<file path="src/rtl/spi_telemetry_pkg.sv">
// Shared types and constants for the SPI telemetry register port.
package spi_telemetry_pkg;

    typedef enum logic [2:0] {
        IDLE,
        CMD,
        RD,
        WR,
        SKIP
    } spiState_e;

    localparam int unsigned CMD_WRITE_BIT = 7;
    localparam logic [6:0]  CTRL_ADDR     = 7'd0;
    localparam logic [7:0]  FILL_BYTE     = 8'hFF;
    localparam logic [7:0]  IDLE_BYTE     = 8'h00;

    function automatic int unsigned bytesFor(input int unsigned bits);
        return (bits + 7) / 8;
    endfunction

    // Counter width for a 0..n-1 range, never narrower than one bit.
    function automatic int unsigned ptrBits(input int unsigned n);
        return (n > 1) ? $clog2(n) : 1;
    endfunction

endpackage

</file>
<file path="src/rtl/spi_telemetry_port_if.sv">
// Pin-level bundle between the SPI host side and the telemetry port.
interface spi_telemetry_port_if #(
    parameter int unsigned NUM_CH   = 16,
    parameter int unsigned CH_WIDTH = 17
);
    logic                         SPI_TELEMETRY_PORT_SS_InLow;
    logic                         SPI_TELEMETRY_PORT_SCK_In;
    logic                         SPI_TELEMETRY_PORT_MOSI_In;
    logic [NUM_CH*CH_WIDTH-1:0]   SPI_TELEMETRY_PORT_CH_InBus;
    logic                         SPI_TELEMETRY_PORT_MISO_Out;
    logic [7:0]                   SPI_TELEMETRY_PORT_CTRL_OutBus;
    logic                         SPI_TELEMETRY_PORT_CTRLSTB_Out;
    logic                         SPI_TELEMETRY_PORT_FRAMEERR_Out;

    modport master (
        output SPI_TELEMETRY_PORT_SS_InLow, SPI_TELEMETRY_PORT_SCK_In,
               SPI_TELEMETRY_PORT_MOSI_In, SPI_TELEMETRY_PORT_CH_InBus,
        input  SPI_TELEMETRY_PORT_MISO_Out, SPI_TELEMETRY_PORT_CTRL_OutBus,
               SPI_TELEMETRY_PORT_CTRLSTB_Out, SPI_TELEMETRY_PORT_FRAMEERR_Out
    );

    modport slave (
        input  SPI_TELEMETRY_PORT_SS_InLow, SPI_TELEMETRY_PORT_SCK_In,
               SPI_TELEMETRY_PORT_MOSI_In, SPI_TELEMETRY_PORT_CH_InBus,
        output SPI_TELEMETRY_PORT_MISO_Out, SPI_TELEMETRY_PORT_CTRL_OutBus,
               SPI_TELEMETRY_PORT_CTRLSTB_Out, SPI_TELEMETRY_PORT_FRAMEERR_Out
    );
endinterface

</file>
<file path="src/rtl/spi_byte_shifter.sv">
// SPI mode-0 byte engine: input synchronisers, SCK edge detect, bit counter,
// RX/TX shift registers and partial-byte abort detection.
module spi_byte_shifter
    import spi_telemetry_pkg::*;
(
    input  logic       clk,
    input  logic       rst,
    input  logic       ssN,
    input  logic       sck,
    input  logic       mosi,
    input  logic       txLoad,
    input  logic [7:0] txByte,
    output logic       miso,
    output logic       byteValid,
    output logic [7:0] rxByte,
    output logic       abort,
    output logic       frameActive_c
);

    logic [1:0] ssSync;
    logic [1:0] sckSync;
    logic [1:0] mosiSync;
    logic       sckPrev;
    logic       armed;
    logic [2:0] bitCnt;
    logic [6:0] rxShift;
    logic [7:0] txShift;

    logic ssS;
    logic sckS;
    logic mosiS;
    logic sckRise;
    logic sckFall;

    assign ssS     = ssSync[1];
    assign sckS    = sckSync[1];
    assign mosiS   = mosiSync[1];
    assign sckRise = sckS & ~sckPrev;
    assign sckFall = ~sckS & sckPrev;

    // armed is cleared by reset and only set once SS is seen high, so a frame
    // already in progress at reset release is ignored.
    assign frameActive_c = armed & ~ssS;
    assign miso          = txShift[7];

    always_ff @(posedge clk or posedge rst) begin
        if (rst) begin
            ssSync    <= 2'b00;
            sckSync   <= 2'b00;
            mosiSync  <= 2'b00;
            sckPrev   <= 1'b0;
            armed     <= 1'b0;
            bitCnt    <= 3'd0;
            rxShift   <= 7'd0;
            txShift   <= IDLE_BYTE;
            byteValid <= 1'b0;
            rxByte    <= 8'd0;
            abort     <= 1'b0;
        end else begin
            ssSync    <= {ssSync[0], ssN};
            sckSync   <= {sckSync[0], sck};
            mosiSync  <= {mosiSync[0], mosi};
            sckPrev   <= sckS;
            byteValid <= 1'b0;
            abort     <= 1'b0;
            if (ssS) begin
                armed   <= 1'b1;
                abort   <= (bitCnt != 3'd0);
                bitCnt  <= 3'd0;
                txShift <= IDLE_BYTE;
            end else if (armed) begin
                if (sckRise) begin
                    rxShift <= {rxShift[5:0], mosiS};
                    bitCnt  <= bitCnt + 3'd1;
                    if (bitCnt == 3'd7) begin
                        byteValid <= 1'b1;
                        rxByte    <= {rxShift, mosiS};
                    end
                // The falling edge after bit 8 must not shift out the freshly loaded MSB.
                end else if (sckFall && (bitCnt != 3'd0)) begin
                    txShift <= {txShift[6:0], 1'b0};
                end
                if (txLoad) begin
                    txShift <= txByte;
                end
            end
        end
    end

endmodule

</file>
<file path="src/rtl/spi_telemetry_port.sv">
// SPI slave register port: frame FSM, coherent channel snapshot, auto-incrementing
// read pointer with wrap, and the host-written control register.
module spi_telemetry_port
    import spi_telemetry_pkg::*;
#(
    parameter int unsigned NUM_CH     = 16,
    parameter int unsigned CH_WIDTH   = 17,
    parameter logic [7:0]  CTRL_RESET = 8'h00
) (
    input  logic                 SPI_TELEMETRY_PORT_CLOCK_50,
    input  logic                 SPI_TELEMETRY_PORT_RESET_InHigh,
    spi_telemetry_port_if.slave  bus
);

    localparam int unsigned BYTES_PER_CH = bytesFor(CH_WIDTH);
    localparam int unsigned PTR_W        = ptrBits(NUM_CH);
    localparam int unsigned IDX_W        = ptrBits(BYTES_PER_CH);
    localparam int unsigned WIDE_W       = BYTES_PER_CH * 8;

    logic clk;
    logic rst;
    assign clk = SPI_TELEMETRY_PORT_CLOCK_50;
    assign rst = SPI_TELEMETRY_PORT_RESET_InHigh;

    spiState_e state;
    spiState_e stateNext;

    logic [CH_WIDTH-1:0] chIn [NUM_CH];
    logic [CH_WIDTH-1:0] snap [NUM_CH];
    logic [PTR_W-1:0]    chPtr;
    logic [IDX_W-1:0]    byteIdx;
    logic [7:0]          ctrlReg;
    logic                ctrlStb;
    logic                frameErr;
    logic                txLoad;
    logic [7:0]          txByte;
    logic                skipFill;

    logic                shMiso;
    logic                shByteValid;
    logic [7:0]          shRxByte;
    logic                shAbort;
    logic                frameActive_c;

    logic [PTR_W-1:0]    cmdPtr;
    logic [PTR_W-1:0]    selPtr;
    logic [IDX_W-1:0]    selIdx;
    logic [CH_WIDTH-1:0] selWord;
    logic [PTR_W-1:0]    nextPtr;
    logic [IDX_W-1:0]    nextIdx;

    logic                snapEn;
    logic                ptrUpd;
    logic                ctrlEn;
    logic                errNext;
    logic                txLoadNext;
    logic [7:0]          txByteNext;
    logic                skipFillNext;

    spi_byte_shifter uShifter (
        .clk          (clk),
        .rst          (rst),
        .ssN          (bus.SPI_TELEMETRY_PORT_SS_InLow),
        .sck          (bus.SPI_TELEMETRY_PORT_SCK_In),
        .mosi         (bus.SPI_TELEMETRY_PORT_MOSI_In),
        .txLoad       (txLoad),
        .txByte       (txByte),
        .miso         (shMiso),
        .byteValid    (shByteValid),
        .rxByte       (shRxByte),
        .abort        (shAbort),
        .frameActive_c(frameActive_c)
    );

    assign bus.SPI_TELEMETRY_PORT_MISO_Out     = shMiso;
    assign bus.SPI_TELEMETRY_PORT_CTRL_OutBus  = ctrlReg;
    assign bus.SPI_TELEMETRY_PORT_CTRLSTB_Out  = ctrlStb;
    assign bus.SPI_TELEMETRY_PORT_FRAMEERR_Out = frameErr;

    always_comb begin
        for (int k = 0; k < NUM_CH; k++) begin
            chIn[k] = bus.SPI_TELEMETRY_PORT_CH_InBus[k*CH_WIDTH +: CH_WIDTH];
        end
    end

    // Selects channel byte idx, MSB byte first, from the zero-extended word.
    function automatic logic [7:0] pickByte(input logic [CH_WIDTH-1:0] word,
                                            input logic [IDX_W-1:0] idx);
        logic [WIDE_W-1:0] wide;
        wide = WIDE_W'(word);
        return 8'(wide >> (8 * (BYTES_PER_CH - 1 - 32'(idx))));
    endfunction

    // At command decode the first byte comes straight from the live bus, which is
    // what the snapshot captures in that same cycle; afterwards from the snapshot.
    always_comb begin
        cmdPtr  = PTR_W'(shRxByte[6:0]);
        selPtr  = (state == CMD) ? cmdPtr : chPtr;
        selIdx  = (state == CMD) ? '0 : byteIdx;
        selWord = (state == CMD) ? chIn[cmdPtr] : snap[chPtr];
        if (selIdx == IDX_W'(BYTES_PER_CH - 1)) begin
            nextIdx = '0;
            nextPtr = (selPtr == PTR_W'(NUM_CH - 1)) ? '0 : selPtr + PTR_W'(1);
        end else begin
            nextIdx = selIdx + IDX_W'(1);
            nextPtr = selPtr;
        end
    end

    always_ff @(posedge clk or posedge rst) begin
        if (rst) begin
            state <= IDLE;
        end else begin
            state <= stateNext;
        end
    end

    always_comb begin
        stateNext    = state;
        snapEn       = 1'b0;
        ptrUpd       = 1'b0;
        ctrlEn       = 1'b0;
        errNext      = shAbort;
        txLoadNext   = 1'b0;
        txByteNext   = IDLE_BYTE;
        skipFillNext = skipFill;
        if (!frameActive_c) begin
            stateNext = IDLE;
        end else begin
            case (state)
                IDLE: stateNext = CMD;
                CMD: begin
                    if (shByteValid) begin
                        txLoadNext = 1'b1;
                        if (shRxByte[CMD_WRITE_BIT]) begin
                            skipFillNext = 1'b0;
                            if (shRxByte[6:0] == CTRL_ADDR) begin
                                stateNext = WR;
                            end else begin
                                stateNext = SKIP;
                                errNext   = 1'b1;
                            end
                        end else if (shRxByte[6:0] < 7'(NUM_CH)) begin
                            stateNext  = RD;
                            snapEn     = 1'b1;
                            ptrUpd     = 1'b1;
                            txByteNext = pickByte(selWord, selIdx);
                        end else begin
                            stateNext    = SKIP;
                            errNext      = 1'b1;
                            skipFillNext = 1'b1;
                            txByteNext   = FILL_BYTE;
                        end
                    end
                end
                RD: begin
                    if (shByteValid) begin
                        txLoadNext = 1'b1;
                        ptrUpd     = 1'b1;
                        txByteNext = pickByte(selWord, selIdx);
                    end
                end
                WR: begin
                    if (shByteValid) begin
                        ctrlEn       = 1'b1;
                        stateNext    = SKIP;
                        txLoadNext   = 1'b1;
                        skipFillNext = 1'b0;
                    end
                end
                SKIP: begin
                    if (shByteValid) begin
                        txLoadNext = 1'b1;
                        txByteNext = skipFill ? FILL_BYTE : IDLE_BYTE;
                    end
                end
                default: stateNext = IDLE;
            endcase
        end
    end

    always_ff @(posedge clk or posedge rst) begin
        if (rst) begin
            chPtr    <= '0;
            byteIdx  <= '0;
            ctrlReg  <= CTRL_RESET;
            ctrlStb  <= 1'b0;
            frameErr <= 1'b0;
            txLoad   <= 1'b0;
            txByte   <= IDLE_BYTE;
            skipFill <= 1'b0;
            for (int k = 0; k < NUM_CH; k++) begin
                snap[k] <= '0;
            end
        end else begin
            ctrlStb  <= ctrlEn;
            frameErr <= errNext;
            txLoad   <= txLoadNext;
            txByte   <= txByteNext;
            skipFill <= skipFillNext;
            if (ctrlEn) begin
                ctrlReg <= shRxByte;
            end
            if (ptrUpd) begin
                chPtr   <= nextPtr;
                byteIdx <= nextIdx;
            end
            if (snapEn) begin
                for (int k = 0; k < NUM_CH; k++) begin
                    snap[k] <= chIn[k];
                end
            end
        end
    end

endmodule
</file>
<file path="src/flat_wrapper.sv">
// flat-port wrapper written by rule: the top's interface ports become plain ports
module spi_telemetry_port_flat import spi_telemetry_pkg::*;
#(
    parameter int unsigned NUM_CH     = 16,
    parameter int unsigned CH_WIDTH   = 17,
    parameter logic [7:0]  CTRL_RESET = 8'h00
)
  (SPI_TELEMETRY_PORT_CLOCK_50, SPI_TELEMETRY_PORT_RESET_InHigh, bus_SPI_TELEMETRY_PORT_SS_InLow, bus_SPI_TELEMETRY_PORT_SCK_In, bus_SPI_TELEMETRY_PORT_MOSI_In, bus_SPI_TELEMETRY_PORT_CH_InBus, bus_SPI_TELEMETRY_PORT_MISO_Out, bus_SPI_TELEMETRY_PORT_CTRL_OutBus, bus_SPI_TELEMETRY_PORT_CTRLSTB_Out, bus_SPI_TELEMETRY_PORT_FRAMEERR_Out);
  spi_telemetry_port_if #(.NUM_CH(NUM_CH), .CH_WIDTH(CH_WIDTH)) bus_i ();
  input  logic SPI_TELEMETRY_PORT_CLOCK_50;
  input  logic SPI_TELEMETRY_PORT_RESET_InHigh;
  input wire logic [$bits(bus_i.SPI_TELEMETRY_PORT_SS_InLow)-1:0] bus_SPI_TELEMETRY_PORT_SS_InLow;
  input wire logic [$bits(bus_i.SPI_TELEMETRY_PORT_SCK_In)-1:0] bus_SPI_TELEMETRY_PORT_SCK_In;
  input wire logic [$bits(bus_i.SPI_TELEMETRY_PORT_MOSI_In)-1:0] bus_SPI_TELEMETRY_PORT_MOSI_In;
  input wire logic [$bits(bus_i.SPI_TELEMETRY_PORT_CH_InBus)-1:0] bus_SPI_TELEMETRY_PORT_CH_InBus;
  output wire logic [$bits(bus_i.SPI_TELEMETRY_PORT_MISO_Out)-1:0] bus_SPI_TELEMETRY_PORT_MISO_Out;
  output wire logic [$bits(bus_i.SPI_TELEMETRY_PORT_CTRL_OutBus)-1:0] bus_SPI_TELEMETRY_PORT_CTRL_OutBus;
  output wire logic [$bits(bus_i.SPI_TELEMETRY_PORT_CTRLSTB_Out)-1:0] bus_SPI_TELEMETRY_PORT_CTRLSTB_Out;
  output wire logic [$bits(bus_i.SPI_TELEMETRY_PORT_FRAMEERR_Out)-1:0] bus_SPI_TELEMETRY_PORT_FRAMEERR_Out;
  assign bus_i.SPI_TELEMETRY_PORT_SS_InLow = bus_SPI_TELEMETRY_PORT_SS_InLow;
  assign bus_i.SPI_TELEMETRY_PORT_SCK_In = bus_SPI_TELEMETRY_PORT_SCK_In;
  assign bus_i.SPI_TELEMETRY_PORT_MOSI_In = bus_SPI_TELEMETRY_PORT_MOSI_In;
  assign bus_i.SPI_TELEMETRY_PORT_CH_InBus = bus_SPI_TELEMETRY_PORT_CH_InBus;
  assign bus_SPI_TELEMETRY_PORT_MISO_Out = bus_i.SPI_TELEMETRY_PORT_MISO_Out;
  assign bus_SPI_TELEMETRY_PORT_CTRL_OutBus = bus_i.SPI_TELEMETRY_PORT_CTRL_OutBus;
  assign bus_SPI_TELEMETRY_PORT_CTRLSTB_Out = bus_i.SPI_TELEMETRY_PORT_CTRLSTB_Out;
  assign bus_SPI_TELEMETRY_PORT_FRAMEERR_Out = bus_i.SPI_TELEMETRY_PORT_FRAMEERR_Out;
  spi_telemetry_port #(.NUM_CH(NUM_CH), .CH_WIDTH(CH_WIDTH), .CTRL_RESET(CTRL_RESET)) u_core (.SPI_TELEMETRY_PORT_CLOCK_50(SPI_TELEMETRY_PORT_CLOCK_50), .SPI_TELEMETRY_PORT_RESET_InHigh(SPI_TELEMETRY_PORT_RESET_InHigh), .bus(bus_i));
endmodule
</file>
<file path="config.mk">
export PLATFORM = sky130hd
export DESIGN_NAME = spi_telemetry_port_flat
export DESIGN_NICKNAME = d
export VERILOG_FILES = /design/src/rtl/spi_telemetry_pkg.sv /design/src/rtl/spi_telemetry_port_if.sv /design/src/rtl/spi_byte_shifter.sv /design/src/rtl/spi_telemetry_port.sv /design/src/flat_wrapper.sv
export SDC_FILE = /design/constraint.sdc
export NUM_CORES = 1
export LEC_CHECK = 0
export ABC_AREA = 1
export BUFFER_PORTS_ARGS = -buffer_cell sky130_fd_sc_hd__buf_4
export CAP_MARGIN = 20
export CORE_MARGIN = 2
export CORE_UTILIZATION = 57
export CTS_CLUSTER_SIZE = 25
export DETAILED_ROUTE_END_ITERATION = 12
export GPL_TIMING_DRIVEN = 0
export HOLD_SLACK_MARGIN = 0.06
export PLACE_DENSITY = 0.81
export SLEW_MARGIN = 40
export SYNTH_ARGS = -nofsm -noshare
export SYNTH_HDL_FRONTEND = slang
export SYNTH_SLANG_ARGS = --single-unit
</file>
<file path="constraint.sdc">
create_clock -name SPI_TELEMETRY_PORT_CLOCK_50 -period 12.7 [get_ports SPI_TELEMETRY_PORT_CLOCK_50]
set_clock_uncertainty 0.05 [all_clocks]
set_input_delay 0.635 -clock SPI_TELEMETRY_PORT_CLOCK_50 [delete_from_list [all_inputs] [get_ports SPI_TELEMETRY_PORT_CLOCK_50]]
set_output_delay 0.635 -clock SPI_TELEMETRY_PORT_CLOCK_50 [all_outputs]
set_load 0.01 [all_outputs]
</file>
Word-level counts from Yosys, hierarchy flattened
Index checks and enable logic that the tools add are counted.
- flip-flop bits (word level): 337
- input port bits: 277
- logic and storage cells: 145
- add/sub/neg operators: 4
- magnitude comparators: 3
- eq/ne operators: 14
- shift-type cells: 1
- mux-type cells: 63
- bitwise operators: 8
- reductions and logical operators: 16
- operators by type and width (kind ; count):
    $bmux W17 S4 ; 2
    $mux W8 ; 12
    $mux W17 ; 5
    $shr A17 B32 Y8 ; 1
    $mux W3 ; 9
    $mux W1 ; 26
    $pmux W8 S3 ; 1
    $mux W4 ; 3
    $pmux W3 S4 ; 1
    $ge A5 B5 Y1 const B ; 2
    $not A4 Y5 ; 2
    $ne A3 B3 Y1 const B ; 3
    $reduce_and A3 Y1 ; 3
    $logic_not A7 Y1 ; 1
    $lt A7 B5 Y1 const B ; 1
    $eq A3 B2 Y1 const B ; 2
    $eq A3 B3 Y1 const B ; 2
    $ne A2 B2 Y1 const B ; 3
    $reduce_bool A2 Y1 ; 3
    $reduce_bool A3 Y1 ; 2
    $reduce_and A5 Y1 ; 1
    $add A4 B1 Y4 const B ; 1
    $eq A4 B4 Y1 const B ; 1
    $mux W2 ; 2
    other kinds (15) ; 20

Logic depth before layout (Yosys ltp)
- depth in word-level cells: 11
- depth in mapped cells: 14
- mapped depth without buffers: 13

Hierarchy
From an unflattened synthesis, not the netlist that was laid out.
- cells, all modules: 1968
- area, all modules: 17312.9 um^2
- modules (own cells, without submodules) (module ; times used ; cells an instance ; area each (um^2) ; sequential area each (um^2)):
    spi_telemetry_port ; 1 ; 1812 ; 15772.6 ; 7532.2
    spi_byte_shifter ; 1 ; 156 ; 1540.2 ; 900.9

Least setup slack after synthesis
OpenSTA, ideal clock, no wires.
- path kind: reg2reg
- start: register u_core.state[1]
- end: register u_core.txByte[1]
- library setup time: 0.079 ns
- arrival time: 1.901 ns
- required time: 12.571 ns
- setup slack: 10.670 ns
- cell stages (with the launch flop): 11
- clock period less this slack: 2.030 ns
- cell sequence: dfrtp_1 -> nor2_1 -> nand2_2 -> clkbuf_1 -> nand2_1 -> inv_1 -> ha_1 -> o21bai_1 -> nor2_1 -> nand4_1 -> a21oi_1
- longest elaborated chain between the ends: 9
- elaborated cells on any way between the ends: 13
- classes of those cells: add/sub: 1; eq/ne: 3; shift: 1; mux: 8
- ends and longest elaborated chain (element ; RTL line ; source):
    start, declared ; spi_telemetry_port.sv:25 ; spiState_e state;
    start signal, assigned ; spi_telemetry_port.sv:114 ; state <= stateNext;
    $eq A3 B1 Y1 ; spi_telemetry_port.sv:99, spi_telemetry_port.sv:100, spi_telemetry_port.sv:130 ;
    $mux W2 ; spi_telemetry_port.sv:99 ; selIdx = (state == CMD) ? '0 : byteIdx;
    $sub A2 B2 Y3 ; spi_telemetry_port.sv:91 ; return 8'(wide >> (8 * (BYTES_PER_CH - 1 - 32'(idx))));
    $shr A17 B32 Y8 ; spi_telemetry_port.sv:91 ;
    $mux W8 ; spi_telemetry_port.sv:143 ; end else if (shRxByte[6:0] < 7'(NUM_CH)) begin
    $mux W8 ; spi_telemetry_port.sv:135 ; if (shRxByte[CMD_WRITE_BIT]) begin
    $mux W8 ; spi_telemetry_port.sv:133 ; if (shByteValid) begin
    $pmux W8 S3 (*) ; spi_telemetry_port.sv:130 ; case (state)
    $mux W8 (*) ; spi_telemetry_port.sv:127 ; if (!frameActive_c) begin
    named net u_core.txByteNext[1] ; spi_telemetry_port.sv:57 ; logic [7:0] txByteNext;
    end signal, assigned ; spi_telemetry_port.sv:199 ; txByte <= txByteNext;
    end, declared ; spi_telemetry_port.sv:36 ; logic [7:0] txByte;
The timed path passes the listed nets; every way through them passes the cells marked *.
A chain may end at the register's enable or synchronous reset.

Worst setup path in the final report
- start: register u_core.state[1]
- end: register u_core.txByte[5]
The elaborated chain is that of the path after synthesis.

==> metrics.md <==
| Metric | Value |
|---|---|
| Post-DP HPWL | 51300 um |
| Post-Syn Area per Cell | between 7 and 8 um2 |
| Vias in the first global route | between 15k and 20k |
| Mapped cell area | between 15000 and 20000 um2 |
| Crit-path max cell delay | 510 ps |
| Seq/Total Area, Yosys | 49.6% |
| Layout cells sized above 1 | 16.8% |
| Max H-tree Level | 2 |
| Met2 usage | roughly two thirds |
| Fin. max-slew vios | 0 |
| Drt pass-1 iters | 7 |
| Die footprint | 31200 um2 |
| Final nets | 2949 |
| Max-cap violations | 0 |
| Sink Count | 337 |
| Slowest cell on the critical path | clkbuf_1 |
| DIE HEIGHT | between 150 and 200 um |
| Peak VDD IR | 0.117 mV |
| CTS resizes | 0 |
| Top Usage Layer GRT | met2 |
| Yosys reg bits | 337 |
| DR vias | 18.7k |
| Outcome | complete, no violations |
| Fin Hold WS | 79.4 ps |
| Post-route ant nets | 0 |
| Die X-Extent | 177 um |
| Worst-path clk slew | 70 ps |
| Diode count | 0 |
| Final worst path period share | 23.2% |
| Yosys warns | 0 |
| Core area | approximately 29000 um2 |
| # IOs | 288 |
| CP Max Fanout | 10 |
| Slew headroom | a little over a third |
| Antenna violations before repair | 0 |
| First-pass GRT wire length | 106000 um |
| Grt ovf | 0 |
| Clk buf depth | 3 |
| Worst EP required | 13120 ps |
| Reg2Reg Launch Point | u_core.state[1]$_DFFE_PP0P_ |
| Met1 global-route usage | 62.1% |
| Placer congestion estimate | slightly above 1 |
| R2r setup slk | 9760 ps |
| Wirelength per Cell | 23.5 um |
| Post-layout util | 71.3% |
| DRC Markers | 0 |
| Rows | 63 |
| Worst hold path type | in2async |
| Cells along the critical path | nor2_1, nand2_2, clkbuf_1, nand2_1, inv_1, ha_1, inv_1, nor2_1, nand3_1, a21oi_1 |
| Max Freq | 340 MHz |
| Setup_tns | 0 ps |
| CP Capture Type | flip-flop |
| Synth Instances | 2334 |
| Placed cells | 3015 |
| Mapped Nets | 2619 |
| Final setup violation count | 0 |
| Hold Vio Cnt, Final | 0 |
| Fill cells | 2427 |
| Root buffer cell | clkbuf_16 |
| Reg2reg path depth | 10 |
| Initial Util | 57.7% |
| R2R Path End | u_core.txByte[5]$_DFF_PP0_ |
| Worst-margin pin slew | about 1000 ps |
| Setup repair after global routing missed its margin | false |
| Final WL | about 72000 um |
| GRT Util Overall | 46.4% |
| TritonCTS clock tree | yes |
| Postcts setup bufs | 0 |
| Via-per-instance ratio | 6.09 |
| Iter 0 DRT Violations | 2909 |
| I/O Buffers | 287 |
| Pwr/cell area | 116 nW/um2 |
| Crit start category | flip-flop |
| Clk Latency, worst-skew pair | about 540 ps |
| Number of distinct library cells after synthesis | 33 |
| Hold_buf cts | 0 |
| WS Path Type | reg2reg |
| Crit path DAT | roughly 3400 ps |
| Finished Layout Cells | ~3.1k |
| GR Layer Usage met3 | 13.7% |
| Synth-to-layout area growth | 23.6% |
| Largest net degree at the start of global routing | roughly 80 |
| P_leak | 10.6 nW |
| Num CTS Buffers | 37 |
| Tmin final | around 2900 ps |
synth_stat cells:
cell type / instances / area [um2]
a21oi_1: 53 / 265
a31o_2: 1 / 8.76
a31oi_1: 3 / 18.8
a32o_1: 2 / 20.0
a32oi_1: 1 / 8.76
buf_1: 10 / 37.5
buf_2: 79 / 395
clkbuf_1: 60 / 225
clkinv_1: 5 / 18.8
dfrtp_1: 337 / 8430
ha_1: 8 / 100
inv_1: 147 / 552
inv_2: 5 / 18.8
mux2_2: 1 / 11.3
nand2_1: 999 / 3750
nand2_2: 1 / 6.26
nand3_1: 266 / 1330
nand4_1: 4 / 25.0
nor2_1: 89 / 334
nor2_2: 1 / 6.26
nor3_1: 3 / 15.0
nor3_4: 2 / 32.5
nor4_1: 1 / 6.26
o211ai_1: 29 / 218
o21a_1: 2 / 15.0
o21ai_0: 210 / 1050
o21ai_1: 5 / 25.0
o21bai_1: 2 / 15.0
o221ai_1: 2 / 17.5
o22ai_1: 2 / 12.5
o31ai_1: 2 / 15.0
o41ai_1: 1 / 8.76
or2_2: 1 / 6.26
registers in the layout, indices dropped and copies added, names as in the netlist:
register / cells
u_core.bus.SPI_TELEMETRY_PORT_CTRLSTB_Out: 1
u_core.bus.SPI_TELEMETRY_PORT_CTRL_OutBus: 8
u_core.bus.SPI_TELEMETRY_PORT_FRAMEERR_Out: 1
u_core.byteIdx: 2
u_core.chPtr: 4
u_core.skipFill: 1
u_core.snap: 272
u_core.state: 3
u_core.txByte: 8
u_core.txLoad: 1
u_core.uShifter.abort: 1
u_core.uShifter.armed: 1
u_core.uShifter.bitCnt: 3
u_core.uShifter.byteValid: 1
u_core.uShifter.mosiSync: 2
u_core.uShifter.rxByte: 8
u_core.uShifter.rxShift: 7
u_core.uShifter.sckPrev: 1
u_core.uShifter.sckSync: 2
u_core.uShifter.ssSync: 2
u_core.uShifter.txShift: 8
layout make-up:
class	instances	area [um2]	area share, %
Multi-Input combinational cell	1691	7320	34.9
Clock inverter	11	139	0.661
Buffer	149	673	3.20
Timing Repair Buffer	291	2260	10.8
Clock buffer	54	1090	5.20
Inverter	157	597	2.84
Sequential cell	337	8430	40.1
Tap cell	390	488	2.32
metal layers:
metal  vias up  share of wire, %
met1      8716                36
li1       8088                 -
met4         0               6.5
met5         -                 0
met3       337                15
met2      1604                42
worst max path at each step:
stage,startpoint,to,slack (ps),cells after the start
finish,u_core.state[1]$_DFFE_PP0P_,u_core.txByte[5]$_DFF_PP0_,9760,10
global route,u_core.state[1]$_DFFE_PP0P_,u_core.txByte[1]$_DFF_PP0_,9640,10
CTS,u_core.state[1]$_DFFE_PP0P_,u_core.txByte[3]$_DFF_PP0_,9850,10
detailed placement,u_core.state[1]$_DFFE_PP0P_,u_core.txByte[3]$_DFF_PP0_,9910,10
global placement,SPI_TELEMETRY_PORT_RESET_InHigh,u_core.uShifter.sckSync[1]$_DFF_PP0_,-980,2
floorplan,SPI_TELEMETRY_PORT_RESET_InHigh,u_core.bus.SPI_TELEMETRY_PORT_CTRLSTB_Out$_DFF_PP0_,2680,1
through the flow:
step	total power [mW]	instance area (um2)	worst slack, ps
global route	2.49	21000	9640
CTS	2.42	21000	9850
floorplan	1.21	17000	2680
finish	2.44	21000	9760
detailed placement	1.33	19800	9910
global placement	1.32	19600	-975
cell usage in the layout (no fill, tap or decap), drive strengths merged, types with 8 or more instances in the layout:
cell type | netlist | routed
a21oi | 53 | 53
buf | 89 | 378
clkbuf | 60 | 116
clkinv | 5 | 10
dfrtp | 337 | 337
ha | 8 | 8
inv | 152 | 153
nand2 | 1000 | 1000
nand3 | 266 | 266
nor2 | 90 | 90
o211ai | 29 | 29
o21ai | 215 | 215
cells by family after synthesis:
kind of cell	Yosys count	synth area share [%]
compound gates	315	9.99
fa+ha+maj	8	0.589
buf+inv	306	7.34
flops	337	49.6
mux	1	0.0662
simple gates	1367	32.4
worst max-delay path, delay by kind of cell, from the launching register on:
kind / cells / cell delay (ps)
adders and majority gates: 1 / 230
AOI/OAI and AO/OA: 1 / 170
and+or+nand+nor: 5 / 1220
buffers and inverters: 3 / 770
DFF: 1 / 410
power breakdown:
part | internal (mW) | switching (mW)
sequential | 1.09 | 0.00908
combinational | 0.0896 | 0.136
clock | 0.658 | 0.464
total | 1.83 | 0.609
No activity file was read; power rests on OpenSTA's default activity.
